`src/rtl/tdc_pkg.sv`:
```
// tdc_pkg: shared state encoding, record tag and width derivations for tdc_multi.
package tdc_pkg;
    typedef enum logic [2:0] {IDLE, RUN, SETTLE, EMIT, REARM} state_e;
    localparam logic [3:0] REC_TAG = 4'b0101;
    function automatic int ch_w(input int n);
        return (n > 1) ? $clog2(n) : 1;
    endfunction
    function automatic int data_w(input int n, input int cw, input int fw);
        return ch_w(n) + 1 + cw + 2 * fw + 4;
    endfunction
endpackage

```
`src/rtl/sync_edge.sv`:
```
// sync_edge: 2-flop synchroniser for an asynchronous level plus rising-edge detect.
module sync_edge (
    input  logic clk,
    input  logic reset,
    input  logic async_i,
    output logic sync_o,
    output logic edge_o
);
    logic meta_q, sync_q, prev_q;
    always_ff @(posedge clk)
        if (!reset) {meta_q, sync_q, prev_q} <= '0;
        else {meta_q, sync_q, prev_q} <= {async_i, meta_q, sync_q};
    assign sync_o = sync_q;
    assign edge_o = sync_q & ~prev_q;
endmodule

```
`src/rtl/tdc_multi.sv`:
```
// tdc_multi: multi-channel time-to-digital converter; one start, NUM_CH stops,
// emits one {ch, hit, coarse, fine_start, fine_stop, tag} record per channel.
module tdc_multi
    import tdc_pkg::*;
#(
    parameter int NUM_CH     = 4,
    parameter int COARSE_W   = 16,
    parameter int FINE_W     = 10,
    parameter int SETTLE_CYC = 2,
    parameter int TIMEOUT    = 2**COARSE_W - 1
) (
    input  logic                                        clk,
    input  logic                                        reset,
    input  logic                                        start,
    input  logic [NUM_CH-1:0]                           stop,
    input  logic [FINE_W-1:0]                           fine_start,
    input  logic [NUM_CH*FINE_W-1:0]                    fine_stop,
    output logic                                        fine_clear,
    output logic                                        busy,
    output logic [data_w(NUM_CH, COARSE_W, FINE_W)-1:0] data,
    output logic                                        valid,
    input  logic                                        ready
);
    localparam int CH_W = ch_w(NUM_CH);

    state_e                           state_q, state_d;
    logic [COARSE_W-1:0]              coarse_q, coarse_d;
    logic [NUM_CH-1:0]                hit_q, hit_d, new_hit;
    logic [NUM_CH-1:0][COARSE_W-1:0]  lat_q, lat_d;
    logic [FINE_W-1:0]                fs_q, fs_d;
    logic [NUM_CH-1:0][FINE_W-1:0]    fst_q, fst_d;
    logic [3:0]                       settle_q, settle_d;
    logic [CH_W-1:0]                  ch_q, ch_d;
    logic                             start_sync, start_edge, at_to;
    logic [NUM_CH-1:0]                stop_sync, stop_edge;

    sync_edge u_start (.clk(clk), .reset(reset), .async_i(start), .sync_o(start_sync), .edge_o(start_edge));
    for (genvar i = 0; i < NUM_CH; i++) begin : g_stop
        sync_edge u_stop (.clk(clk), .reset(reset), .async_i(stop[i]), .sync_o(stop_sync[i]), .edge_o(stop_edge[i]));
    end

    assign at_to = coarse_q == COARSE_W'(TIMEOUT);

    always_comb begin
        state_d  = state_q;
        coarse_d = coarse_q;
        hit_d    = hit_q;
        lat_d    = lat_q;
        fs_d     = fs_q;
        fst_d    = fst_q;
        settle_d = settle_q;
        ch_d     = ch_q;
        new_hit  = stop_edge & ~hit_q;
        case (state_q)
            IDLE: if (start_edge) begin
                state_d  = RUN;
                coarse_d = '0;
                hit_d    = '0;
            end
            RUN: begin
                hit_d = hit_q | new_hit;
                for (int k = 0; k < NUM_CH; k++)
                    if (new_hit[k]) lat_d[k] = coarse_q;
                coarse_d = at_to ? coarse_q : coarse_q + 1'b1;
                if (&hit_d || at_to) begin
                    state_d  = SETTLE;
                    settle_d = '0;
                end
            end
            SETTLE: begin
                settle_d = settle_q + 1'b1;
                if (settle_q == 4'(SETTLE_CYC - 1)) begin
                    state_d = EMIT;
                    fs_d    = fine_start;
                    fst_d   = fine_stop;
                    ch_d    = '0;
                end
            end
            EMIT: if (ready) begin
                ch_d = ch_q + 1'b1;
                if (ch_q == CH_W'(NUM_CH - 1)) state_d = REARM;
            end
            REARM: if (!start_sync && !(|stop_sync)) state_d = IDLE;
            default: state_d = IDLE;
        endcase
    end

    always_ff @(posedge clk)
        if (!reset) begin
            state_q  <= IDLE;
            coarse_q <= '0;
            hit_q    <= '0;
            lat_q    <= '0;
            fs_q     <= '0;
            fst_q    <= '0;
            settle_q <= '0;
            ch_q     <= '0;
        end else begin
            state_q  <= state_d;
            coarse_q <= coarse_d;
            hit_q    <= hit_d;
            lat_q    <= lat_d;
            fs_q     <= fs_d;
            fst_q    <= fst_d;
            settle_q <= settle_d;
            ch_q     <= ch_d;
        end

    // Channels that never saw a stop report the timeout value as their coarse time.
    assign data = (state_q == EMIT) ?
        {ch_q, hit_q[ch_q], hit_q[ch_q] ? lat_q[ch_q] : COARSE_W'(TIMEOUT), fs_q, fst_q[ch_q], REC_TAG} : '0;
    assign valid      = state_q == EMIT;
    assign busy       = state_q != IDLE;
    assign fine_clear = (state_q == REARM) | ~reset;
endmodule

```
`config.mk`:
```
export PLATFORM = sky130hd
export DESIGN_NAME = tdc_multi
export DESIGN_NICKNAME = d
export VERILOG_FILES = /design/src/rtl/tdc_pkg.sv /design/src/rtl/sync_edge.sv /design/src/rtl/tdc_multi.sv
export SDC_FILE = /design/constraint.sdc
export NUM_CORES = 1
export LEC_CHECK = 0
export ABC_AREA = 1
export CAP_MARGIN = 20
export CELL_PAD_IN_SITES_DETAIL_PLACEMENT = 1
export CELL_PAD_IN_SITES_GLOBAL_PLACEMENT = 1
export CORE_UTILIZATION = 25
export CTS_CLUSTER_DIAMETER = 60
export DETAILED_ROUTE_END_ITERATION = 7
export PLACE_DENSITY = 0.64
export SKIP_CTS_REPAIR_TIMING = 1
export SYNTH_ARGS = -nofsm -noshare
export SYNTH_HDL_FRONTEND = slang
export SYNTH_HIERARCHICAL = 1
export SYNTH_SLANG_ARGS = --single-unit
```
`constraint.sdc`:
```
create_clock -name clk -period 5.2 [get_ports clk]
set_clock_uncertainty 0.2 [all_clocks]
set_input_delay 1.04 -clock clk [delete_from_list [all_inputs] [get_ports clk]]
set_output_delay 1.04 -clock clk [all_outputs]
set_load 0.05 [all_outputs]
```
==> qor.yml, run 1 <==
fillers: 3474
ys_ff_latch: 158
min_path_type: "flop to flop"
slew_headroom_pct: 35.7
grt_antenna_before_repair: 0
power.leakage_uw: 0.00342
dieArea_mm2: 0.0289
viasPerCell: 4.49
synth.distinct_cells: 34
cpMaxStageDelayCell: "clkdlybuf4s50_1"
nets: 1141
core_area_mm2: 0.0278
drc_errors: 0
drt_wl_total_mm: 21.7
period_needed_ps: 4070
grt_setup_unrepaired: "no"
drv_cap: 0
rrSetupSlack_ps: 2760
grt_util_met1_pct: 19.8
powerDensity_mw_per_mm2: 361
worstPathCellList: "clkinv_1, buf_4, o21ai_0, o22ai_1, inv_2, nor2_1, nor2_1, clkdlybuf4s50_1"
drt-initial-drc-count: 376
worstSetupStartpointType: "flop"
drive_above_1_share_pct: 7.97
path_clk_slew_ps: 70
status: "complete, no violations"
htree_levels: 4
syn_inst: 1017
grt_pass1_wl_mm: 34.4
grt_usage_pct: 15.2
numClockSinks: 158
endpoint_kind: "output pin"
tightest_slew_ps: 965
fin_tns_setup_ps: 0
critPathArrivalTime_ps: 2830
path_common_cell: "nor2_1"
ys_warn_count: 6
grt_max_degree: 102
top_usage_layer: "met2"
placed_area_mm2: 0.00824
holdWs_ps: 208
critPathBufInv: 4
numCtsBuffers: 17
period_share_pct: 78.3
place_congestion: 0.780
grtUsageMet3_pct: 2.91
cts_tree: "done"
dp_hpwl_mm: 14.4
start_util_pct: 25.4
vdd_drop_max_uv: 206
grt-ovfl-total: 0
n_antenna_cell: 0
max_stage_delay_ps: 810
ant_nets: 0
clockBufferDepth: 2
crit_required_ps: 3960
area_growth_pct: 25.2
portBuffers: 101
io_pins: 104
num_vias: 6601
dr.pass1.iters: 5
crit_family: "buffers and inverters"
cp_max_fo: 18
p_total_uw: 3190
stdcell_area_mm2: 0.00883
max_freq_mhz: 246
finalMaxSlewViolations: 0
setup_viol: 0
netlist_area_mm2: 0.00706
wl_per_cell_um: 14.8
crit_type: "flop to output pin"
hold_viol: 0
yosysSeqAreaShare_pct: 44.8
fp.dieW_um: 170
cts_root_buffer: "clkbuf_16"
grt_pass1_vias: 6416
syn_avg_cell_area_um2: 6.94
die_h_um: 170
rows: 61
clk_latency_ps: 430
grt.met2_usage_pct: 25.6
-- state kept, by name, indices dropped and copies added (netlist names) --
| register | flops |
|---|---|
| g_stop.u_stop/meta_q | 4 |
| lat_q | 64 |
| hit_q | 4 |
| u_start/prev_q | 1 |
| settle_q | 4 |
| ch_q | 2 |
| g_stop.u_stop/sync_o | 4 |
| state_q | 3 |
| coarse_q | 16 |
| fst_q | 40 |
| g_stop.u_stop/prev_q | 4 |
| u_start/sync_o | 1 |
| u_start/meta_q | 1 |
| fs_q | 10 |
-- metrics by stage --
step	worst slack [ps]	std cells	utilization [%]
2_1_floorplan	1720	1018	-
3_3_place_gp	1370	1438	29.7
3_5_place_dp	1370	1438	29.7
4_1_cts	1070	1470	31.8
5_1_grt	882	1470	31.8
6_report	1130	1470	31.8
-- worst register-to-register path, stage by stage (launching register included) --
cell and delay (ps):
dfxtp_1 430, nor2_1 110, nand2_2 150, inv_1 80, nand2_1 620, buf_4 460
o21ai_0 150, nor2_1 170
-- placed cells by master (no fill, tap or decap), types with 4 or more instances in the layout --
cell               n
nand3_1           31
inv_2              8
clkbuf_16         17
o22ai_1           17
inv_1             65
nand2_2            5
buf_4             23
o21ai_0          173
nand2_1           69
dfxtp_1          157
ha_1               4
a21oi_1           72
nor2_2             7
clkdlybuf4s50_1   86
nor2_1           308
clkinvlp_4         4
-- worst paths after layout --
check	start	endpoint	cells after the start
worst min register to register	g_stop[2].u_stop/meta_q	g_stop[2].u_stop/sync_o	2
worst min-delay path	g_stop[2].u_stop/meta_q	g_stop[2].u_stop/sync_o	2
worst max-delay path	ch_q[1]	data[28]	8
worst max register to register	state_q[2]	fst_q[11]	7
-- cell usage after synthesis --
cell	instances	area share (%)
a21o_1	1	0.11
a21oi_1	72	5.1
a21oi_2	3	0.37
buf_1	4	0.21
buf_2	20	1.4
buf_4	10	1.1
buf_6	2	0.32
clkbuf_1	31	1.6
clkinv_1	2	0.11
conb_1	1	0.053
dfxtp_1	158	45
ha_1	4	0.71
inv_1	65	3.5
inv_2	8	0.43
inv_4	1	0.089
nand2_1	69	3.7
nand2_2	5	0.44
nand2_4	2	0.32
nand3_1	31	2.2
nand3_2	1	0.14
nand3_4	2	0.50
nand3b_1	2	0.21
nand4_1	3	0.27
nor2_1	308	16
nor2_2	7	0.62
nor2_4	2	0.32
nor3_1	2	0.14
o21a_1	2	0.21
o21ai_0	173	12
o21ai_1	3	0.21
o21bai_1	1	0.11
o22ai_1	17	1.5
or2_2	2	0.18
xor2_1	3	0.37
-- routing by layer --
| metal | share of wire (%) | wire length, µm |
|---|---|---|
| met1 | 49 | 10600 |
| met5 | 0 | 0 |
| met2 | 47 | 10200 |
| met4 | 1.2 | 271 |
| met3 | 3.1 | 665 |
-- area by class of cell --
cell class                 count  area [µm²]  share of cell area [%]
tap                          378         473                    5.36
multi-input combinational    717        3280                    37.1
clock buffer                  21         460                    5.21
clock inverter                11         133                    1.50
sequential                   158        3160                    35.8
inverter                      76         288                    3.26
timing repair buffer         109        1030                    11.7
-- kinds of logic (layout without fill, tap and decap cells) --
logic type,count (synthesis),count (layout),synth area share (%)
simple gates,436,436,25.4
compound gates,272,272,19.9
flops,158,158,44.8
buf+inv,143,217,8.74
fa+ha+maj,4,4,0.709
xor+xnor,3,3,0.372
other cells,1,2,0.0531
-- power by group --
group          total, µW  switching, µW  internal [µW]  leakage (µW)
combinational        587            397            190       0.00186
sequential          1330           44.2           1290       0.00128
clock               1270            530            739      0.000278
(Power assumes the default switching activity.)
==> run 2, diff against run 1 <==
clock period = 3.85 ns   (was 5.2 ns; I/O delays follow)
==> run 2 against run 1 <==
  * First-iteration DRC count shrank 25%
  * Largest power group is now clock
  * Via count rose by 1.5%
  * Clock power up 53%
  * Hold slack gained 1.6 ps
  * Global-route usage grew 0.30 points
  * Register-to-register slack worse by 1200 ps
  * Critical path depth down 1
  * Clock-buffer cell count down 3
  * Highest routed layer unchanged
  * Sequential power increased by 35%
  * Cell area is 4.4% higher
==> qor.yml, run 2 (same netlist as run 1, synthesis figures left out) <==
status: "complete, no violations"  # unchanged
clk_latency_ps: 430  # about the same
timing.rr.end: "coarse_q[4]"  # was fst_q[11]
worstPathCellList: "buf_4, o21ai_0, o22ai_1, inv_2, nor2_1, nor2_1, buf_12"  # was clkinv_1, buf_4, o21ai_0, o22ai_1, inv_2, nor2_1, nor2_1, clkdlybuf4s50_1
crit_required_ps: 2880  # was 3960 ps
min_from: "g_stop[1].u_stop/meta_q"  # was g_stop[2].u_stop/meta_q
drc_errors: 0  # unchanged
worstSetupStartpointType: "flop"  # unchanged
grt_pass1_wl_mm: 35.0  # was 34.4 mm
num_vias: 6698  # was 6,601
path_clk_slew_ps: 60  # was 70 ps
powerDensity_mw_per_mm2: 500  # was 361 mW/mm²
slew_headroom_pct: 51.3  # was 35.7%
top_regs: "lat_q x64, fst_q x40, coarse_q x16"  # unchanged
grt-ovfl-total: 0  # unchanged
io_pins: 104  # unchanged
portBuffers: 101  # unchanged
hold_depth: 2  # unchanged
numClockSinks: 158  # unchanged
worstRegToRegCells: 9  # was 7
path_common_cell: "nor2_1"  # unchanged
wl_per_cell_um: 15.0  # was 14.8 µm
grt_max_degree: 81  # was 102
period_needed_ps: 3350
tightest_slew_ps: 731  # was 965 ps
dieArea_mm2: 0.0289  # unchanged
drive_above_1_share_pct: 10.6  # was 7.97%
final_cells: 1472  # was 1,470
max_stage_delay_ps: 500  # was 810 ps
rows: 61  # unchanged
cpMaxStageDelayCell: "buf_4"  # was clkdlybuf4s50_1
drt_wl_total_mm: 22.1  # was 21.7 mm
post-place-cells: 1441  # was 1,438
stdcell_area_mm2: 0.00922  # was 0.00883 mm²
dp_hpwl_mm: 14.7  # was 14.4 mm
grt_antenna_before_repair: 0  # unchanged
htree_levels: 4  # unchanged
critPathArrivalTime_ps: 2380  # was 2830 ps
cts_root_buffer: "clkbuf_16"  # unchanged
grt_pass1_vias: 6458  # was 6,416
drt-initial-drc-count: 283  # was 376
fillers: 3421  # was 3,474
dr.pass1.iters: 4  # was 5
vdd_drop_max_uv: 293  # was 206 µV
place_congestion: 0.766  # was 0.780
power.leakage_uw: 0.00360  # was 0.00342 µW
grt_setup_unrepaired: "no"  # unchanged
fp.dieW_um: 170  # unchanged
largest_reg_flops: 64  # unchanged
start_util_pct: 25.4  # unchanged
core_area_mm2: 0.0278  # unchanged
period_share_pct: 86.9
placed_area_mm2: 0.00855  # was 0.00824 mm²
layout_common_cells: "nor2_1 (308), o21ai_0 (173), dfxtp_1 (157)"  # unchanged
final_common_cell: "nor2_1"  # unchanged
crit_type: "flop to output pin"  # unchanged
fin_ws_ps: 504  # was 1130 ps
max_freq_mhz: 299
viasPerCell: 4.55  # was 4.49
worstHoldEndpoint: "g_stop[1].u_stop/sync_o"  # was g_stop[2].u_stop/sync_o
ant_nets: 0  # unchanged
n_antenna_cell: 0  # unchanged
cp_max_fo: 55  # was 18
numCtsBuffers: 17  # unchanged
fin_tns_setup_ps: 0  # unchanged
cts_tree: "done"  # unchanged
drv_cap: 0  # unchanged
die_h_um: 170  # unchanged
endpoint_kind: "output pin"  # unchanged
rr_startpoint: "coarse_q[1]"  # was state_q[2]
setup_viol: 0  # unchanged
clockBufferDepth: 2  # unchanged
dp_worst_setup_slack_ps: 923  # was 1370 ps
finalMaxSlewViolations: 0  # unchanged
min_path_type: "flop to flop"  # unchanged
nets: 1144  # was 1,141
rrSetupSlack_ps: 1580  # was 2760 ps
hold_viol: 0  # unchanged
grt_usage_pct: 15.5  # was 15.2%
area_growth_pct: 30.7  # was 25.2%
regMostFlops: "lat_q"  # unchanged
==> run 2: layout make-up <==
type,instances,area [µm²],share of cell area [%]
multi-input cells,717,3280,35.6
clock buffers,18,429,4.66
flip-flops and latches,158,3160,34.3
inverters,76,288,3.12
well taps,378,473,5.13
clock inverters,13,236,2.57
repair buffers,112,1350,14.6
==> run 2: per-stage QoR <==
stage	hold slack (ps)	power [µW]	utilization [%]
2_1_floorplan	186	2400	-
3_3_place_gp	191	2690	30.7
3_5_place_dp	198	2710	30.8
4_1_cts	213	4670	33.2
5_1_grt	220	4820	33.2
6_report	209	4610	33.2
==> run 2: worst max path at each step <==
stage          endpoint  startpoint  cells after the start  slack, ps
3_5_place_dp   data[25]     ch_q[0]                      7        920
6_report       data[25]     ch_q[0]                      7        500
5_1_grt        data[10]     ch_q[1]                      6        390
2_1_floorplan  data[15]  state_q[1]                      6        640
4_1_cts        data[25]     ch_q[0]                      7        440
3_3_place_gp   data[17]  state_q[1]                      7        810
==> run 2: critical path: cells and delay by family (launching register included) <==
family          cells  cell delay, ps
compound gates      2             360
buf+inv             3             890
flops               1             330
simple gates        2             350
==> run 2: where the power goes <==
group,leakage [µW],internal [µW],switching (µW)
clock network,0.000315,1220,721
registers,0.00128,1740,59.8
logic,0.00201,310,559
total,0.00360,3270,1340
==> run 2: layer usage <==
layer  global-route usage, %  routed length, µm  part of all wire, %  up-vias
li1                        -                  -                    -     3406
met1                    20.5              10800                   49     3165
met2                    25.5              10200                   46      107
met3                    2.47                699                  3.2       20
met4                    5.33                412                  1.9        0
met5                       0                  0                    0        -
==> run 3, diff against run 2 <==
GPL_ROUTABILITY_DRIVEN = 0   (was not set)
==> results of run 3 <==
No change in the layout: final DEF, timing and power equal those of run 2.
==> RTL change 1 (flow settings as in run 3) <==
Encoding of `state_e`: now Gray code (3 bits for 5 states).
--- a/src/rtl/tdc_pkg.sv
+++ b/src/rtl/tdc_pkg.sv
@@ -1,5 +1,5 @@
 // tdc_pkg: shared state encoding, record tag and width derivations for tdc_multi.
 package tdc_pkg;
-    typedef enum logic [2:0] {IDLE, RUN, SETTLE, EMIT, REARM} state_e;
+    typedef enum logic [2:0] {IDLE = 3'b000, RUN = 3'b001, SETTLE = 3'b011, EMIT = 3'b010, REARM = 3'b110} state_e;
     localparam logic [3:0] REC_TAG = 4'b0101;
     function automatic int ch_w(input int n);
Formal check against the unedited RTL: no difference found for any inputs over 10 cycles, from zero or initial values and one cycle with reset low; not proved beyond that.
==> RTL change 1 against run 3 <==
- wire length fell by 2.2%
- final area is 1.7% lower
- via count down 0.46%
- area after synthesis down 1.4%
- highest routed layer unchanged
- sequential cell count stayed put
- first-iteration DRC count fell by 6.0%
- worst setup slack worse by 0.22 ns
- power rose by 4.9%
- worst hold slack improved by 0.00072 ns
==> RTL change 1: results (changes against run 3) <==
* Worst setup path end: data[2] (was data[25])
* Fill count at 3325 (was 3421)
* M3 GR Usage at 2.71% (was 2.47%)
* Pre-CTS WS at 0.705 ns (was 0.923 ns)
* Total GRT Usage at 15.5% (about the same)
* Synth Area in Compound Gates at 21.9% (was 19.9%)
* Commonest cells post-synth: nor2_1 (244), o21ai_0 (182), dfxtp_1 (158) (was nor2_1 (308), o21ai_0 (173), dfxtp_1 (158))
* Signal buffers at 119 (was 112)
* Worst rel slew slack at 35.2% (was 51.3%)
* Total power at 4830 µW (was 4610 µW)
* Total Wirelength at 21.6 mm (was 22.1 mm)
* Post-DR vias/cell at 4.58 (was 4.55)
* Post-Synth XOR/XNOR Area at 0.126% (was 0.372%)
* Area of the multi-input gates at 3190 µm² (was 3280 µm²)
* Hpwl dp at 14.5 mm (was 14.7 mm)
* Vias in the first global route at 6637 (was 6458)
* Metal3 WL at 687 µm (was 699 µm)
* Synth area leaders: dfxtp_1 (45%), nor2_1 (13%), o21ai_0 (13%), a21oi_1 (7.0%), nand2_1 (4.3%) (was dfxtp_1 (45%), nor2_1 (16%), o21ai_0 (12%), a21oi_1 (5.1%), nand2_1 (3.7%))
* Largest fanout on the critical path at 12 (was 55)
* First DRT Iteration DRCs at 266 (was 283)
* Status: complete, no violations (unchanged)
* Avg Inst Size Synth at 6.97 µm² (was 6.94 µm²)
* VDD IR max at 0.301 mV (was 0.293 mV)
* Post-synth cell types at 29 (was 34)
* Fraction of area in multi-input gates at 35.2% (was 35.6%)
* First-pass GRT wire length at 34.7 mm (was 35.0 mm)
* Adder-Cell Fraction of Synth Area at 0.719% (was 0.709%)
* CP max-delay cell: clkdlybuf4s50_1 (was buf_4)
* Sequential area share after synthesis at 45.5% (was 44.8%)
* GR Util met2 at 25.2% (was 25.5%)
* Layout cells sized above 1 at 9.77% (was 10.6%)
* DR WL met2 at 9.99 mm (was 10.2 mm)
* Routed met1 length at 10.6 mm (was 10.8 mm)
* Nets at 1134 (was 1144)
* Invs w/o clock at 84 (was 76)
* Reg2Reg Depth at 10 (was 9)
* Minimum clock period at 3.57 ns (was 3.35 ns)
* M1 GR Usage at 20.5% (about the same)
* Switching Fraction at 33.5% (was 29.1%)
* CP Launch Point: state_q[1] (was ch_q[0])
## RTL change 1: cell count changes after synthesis, moves of 6 or more
cell / before / now
nand2_1: 69 / 79
o21ai_0: 173 / 182
a21oi_1: 72 / 98
nor2_1: 308 / 244
inv_1: 65 / 78
buf_4: 10 / 4
## RTL change 1: worst min path at each step
| stage | start | endpoint | slack (ns) | cells after the start |
|---|---|---|---|---|
| floorplan | g_stop[0].u_stop/meta_q | g_stop[0].u_stop/sync_o | 0.19 | 2 |
| detailed placement | u_start/meta_q | u_start/sync_o | 0.20 | 2 |
| global placement | u_start/meta_q | u_start/sync_o | 0.19 | 2 |
| CTS | g_stop[2].u_stop/meta_q | g_stop[2].u_stop/sync_o | 0.21 | 2 |
| finish | g_stop[2].u_stop/meta_q | g_stop[2].u_stop/sync_o | 0.21 | 2 |
| global route | g_stop[2].u_stop/meta_q | g_stop[2].u_stop/sync_o | 0.23 | 2 |
==> RTL change 2 (flow settings as in run 3) <==
Without the edit above. `FINE_W`: 10 -> 20.
--- a/src/rtl/tdc_multi.sv
+++ b/src/rtl/tdc_multi.sv
@@ -6,5 +6,5 @@
     parameter int NUM_CH     = 4,
     parameter int COARSE_W   = 16,
-    parameter int FINE_W     = 10,
+    parameter int FINE_W     = 20,
     parameter int SETTLE_CYC = 2,
     parameter int TIMEOUT    = 2**COARSE_W - 1
Ports: changed (resized data, fine_start and fine_stop); port bits go from 104 to 174. The function was not compared with the original's and may differ.
==> RTL change 2 against run 3 <==
- fmax down 8.7%
- utilization rose by 1.1 points
- global-route usage increased by 0.85 points
- synthesized cell count rose by 29%
- sequential cell count increased by 50
- wire length rose by 43%
- worst hold slack worse by 0.0026 ns
- worst setup slack worse by 0.32 ns
- final area grew 36%
- power increased by 35%
- via count increased by 34%
- sequential power is 32% higher
- area after synthesis is 32% higher
==> RTL change 2: results (changes against run 3) <==
* Non-clk buf share at 17.7% (was 14.6%)
* Worst path arrival time at 2.69 ns (was 2.38 ns)
* Status: complete, no violations (unchanged)
* VDD IR max at 0.311 mV (was 0.293 mV)
* Vias in the first global route at 8783 (was 6458)
* Antenna diode count at 2 (was 0)
* Clk root buf: clkbuf_16 (unchanged)
* Largest regs: fst_q (80), lat_q (64), fs_q (20) (was lat_q (64), fst_q (40), coarse_q (16))
* Non-Filler Instances at 1929 (was 1472)
* Total Wirelength at 31.7 mm (was 22.1 mm)
* Clock Latency Late Sink at 0.54 ns (was 0.43 ns)
* Port buffer count at 171 (was 101)
* Total GRT Usage at 16.4% (was 15.5%)
* Largest fanout on the critical path at 24 (was 55)
* Pre-CTS WS at 0.738 ns (was 0.923 ns)
* Nets at 1552 (was 1144)
* Sequential area share after synthesis at 44.9% (was 44.8%)
* CTS Sinks at 208 (was 158)
* Post-Syn Instances at 1314 (was 1017)
* Hpwl dp at 21.7 mm (was 14.7 mm)
* Max Root-Sink Buffers at 3 (was 2)
* First DRT Iteration DRCs at 389 (was 283)
* CTS buffer count at 28 (was 17)
* CP max-delay cell: clkdlybuf4s50_1 (was buf_4)
* Clock buffer count in the final layout at 35 (was 18)
* Multi-input gates at 926 (was 717)
* Invs w/o clock at 90 (was 76)
* Synth area leaders: dfxtp_1 (45%), nor2_1 (17%), o21ai_0 (9.6%), a21oi_1 (5.4%), o21ai_1 (3.8%) (was dfxtp_1 (45%), nor2_1 (16%), o21ai_0 (12%), a21oi_1 (5.1%), nand2_1 (3.7%))
* LEAKAGE at 0.00473 µW (was 0.00360 µW)
* Fill count at 4447 (was 3421)
* Seq. cell area at 4170 µm² (was 3160 µm²)
* Vias post-DR at 8945 (was 6698)
* Well Taps at 468 (was 378)
* Commonest cells post-synth: nor2_1 (409), dfxtp_1 (208), o21ai_0 (178) (was nor2_1 (308), o21ai_0 (173), dfxtp_1 (158))
* H-tree depth at 1 (was 4)
* Worst rel slew slack at 38.9% (was 51.3%)
* First-pass GRT wire length at 49.8 mm (was 35.0 mm)
* Clk cell area share at 7.81% (was 7.22%)
* Signal buffers at 186 (was 112)
* Post-Place Cell Area at 11600 µm² (was 8550 µm²)
* Layout cells sized above 1 at 9.53% (was 10.6%)
* Largest net degree at the start of global routing at 94 (was 81)
* Final core utilization at 34.2% (was 33.2%)
[RTL change 2: logic make-up after synthesis]
kind of cell | Yosys count | share of synthesized area (%)
xor+xnor | 3 | 0.283
simple gates | 546 | 24.3
fa+ha+maj | 4 | 0.539
other cells | 1 | 0.0404
buf+inv | 181 | 9.53
flops | 208 | 44.9
compound gates | 371 | 20.4
[RTL change 2: final timing paths]
kind         slack [ns]      startpoint        endpoint
max                0.19      state_q[1]        data[29]
min                0.21  u_start/meta_q  u_start/sync_o
max reg2reg        1.51     settle_q[1]       fst_q[65]
min reg2reg        0.21  u_start/meta_q  u_start/sync_o
[RTL change 2: report_power, final]
group | switching, µW | internal, µW
combinational | 708 | 412
clock | 998 | 1730
sequential | 80.8 | 2300
total | 1790 | 4440
[RTL change 2: per-layer routing]
metal	track usage, %	wire (µm)	part of all wire (%)	vias up
met2	26.5	14600	46	149
met5	0	0	0	-
met3	2.55	1130	3.6	30
li1	-	-	-	4515
met1	22.6	15500	49	4251
met4	3.91	482	1.5	0
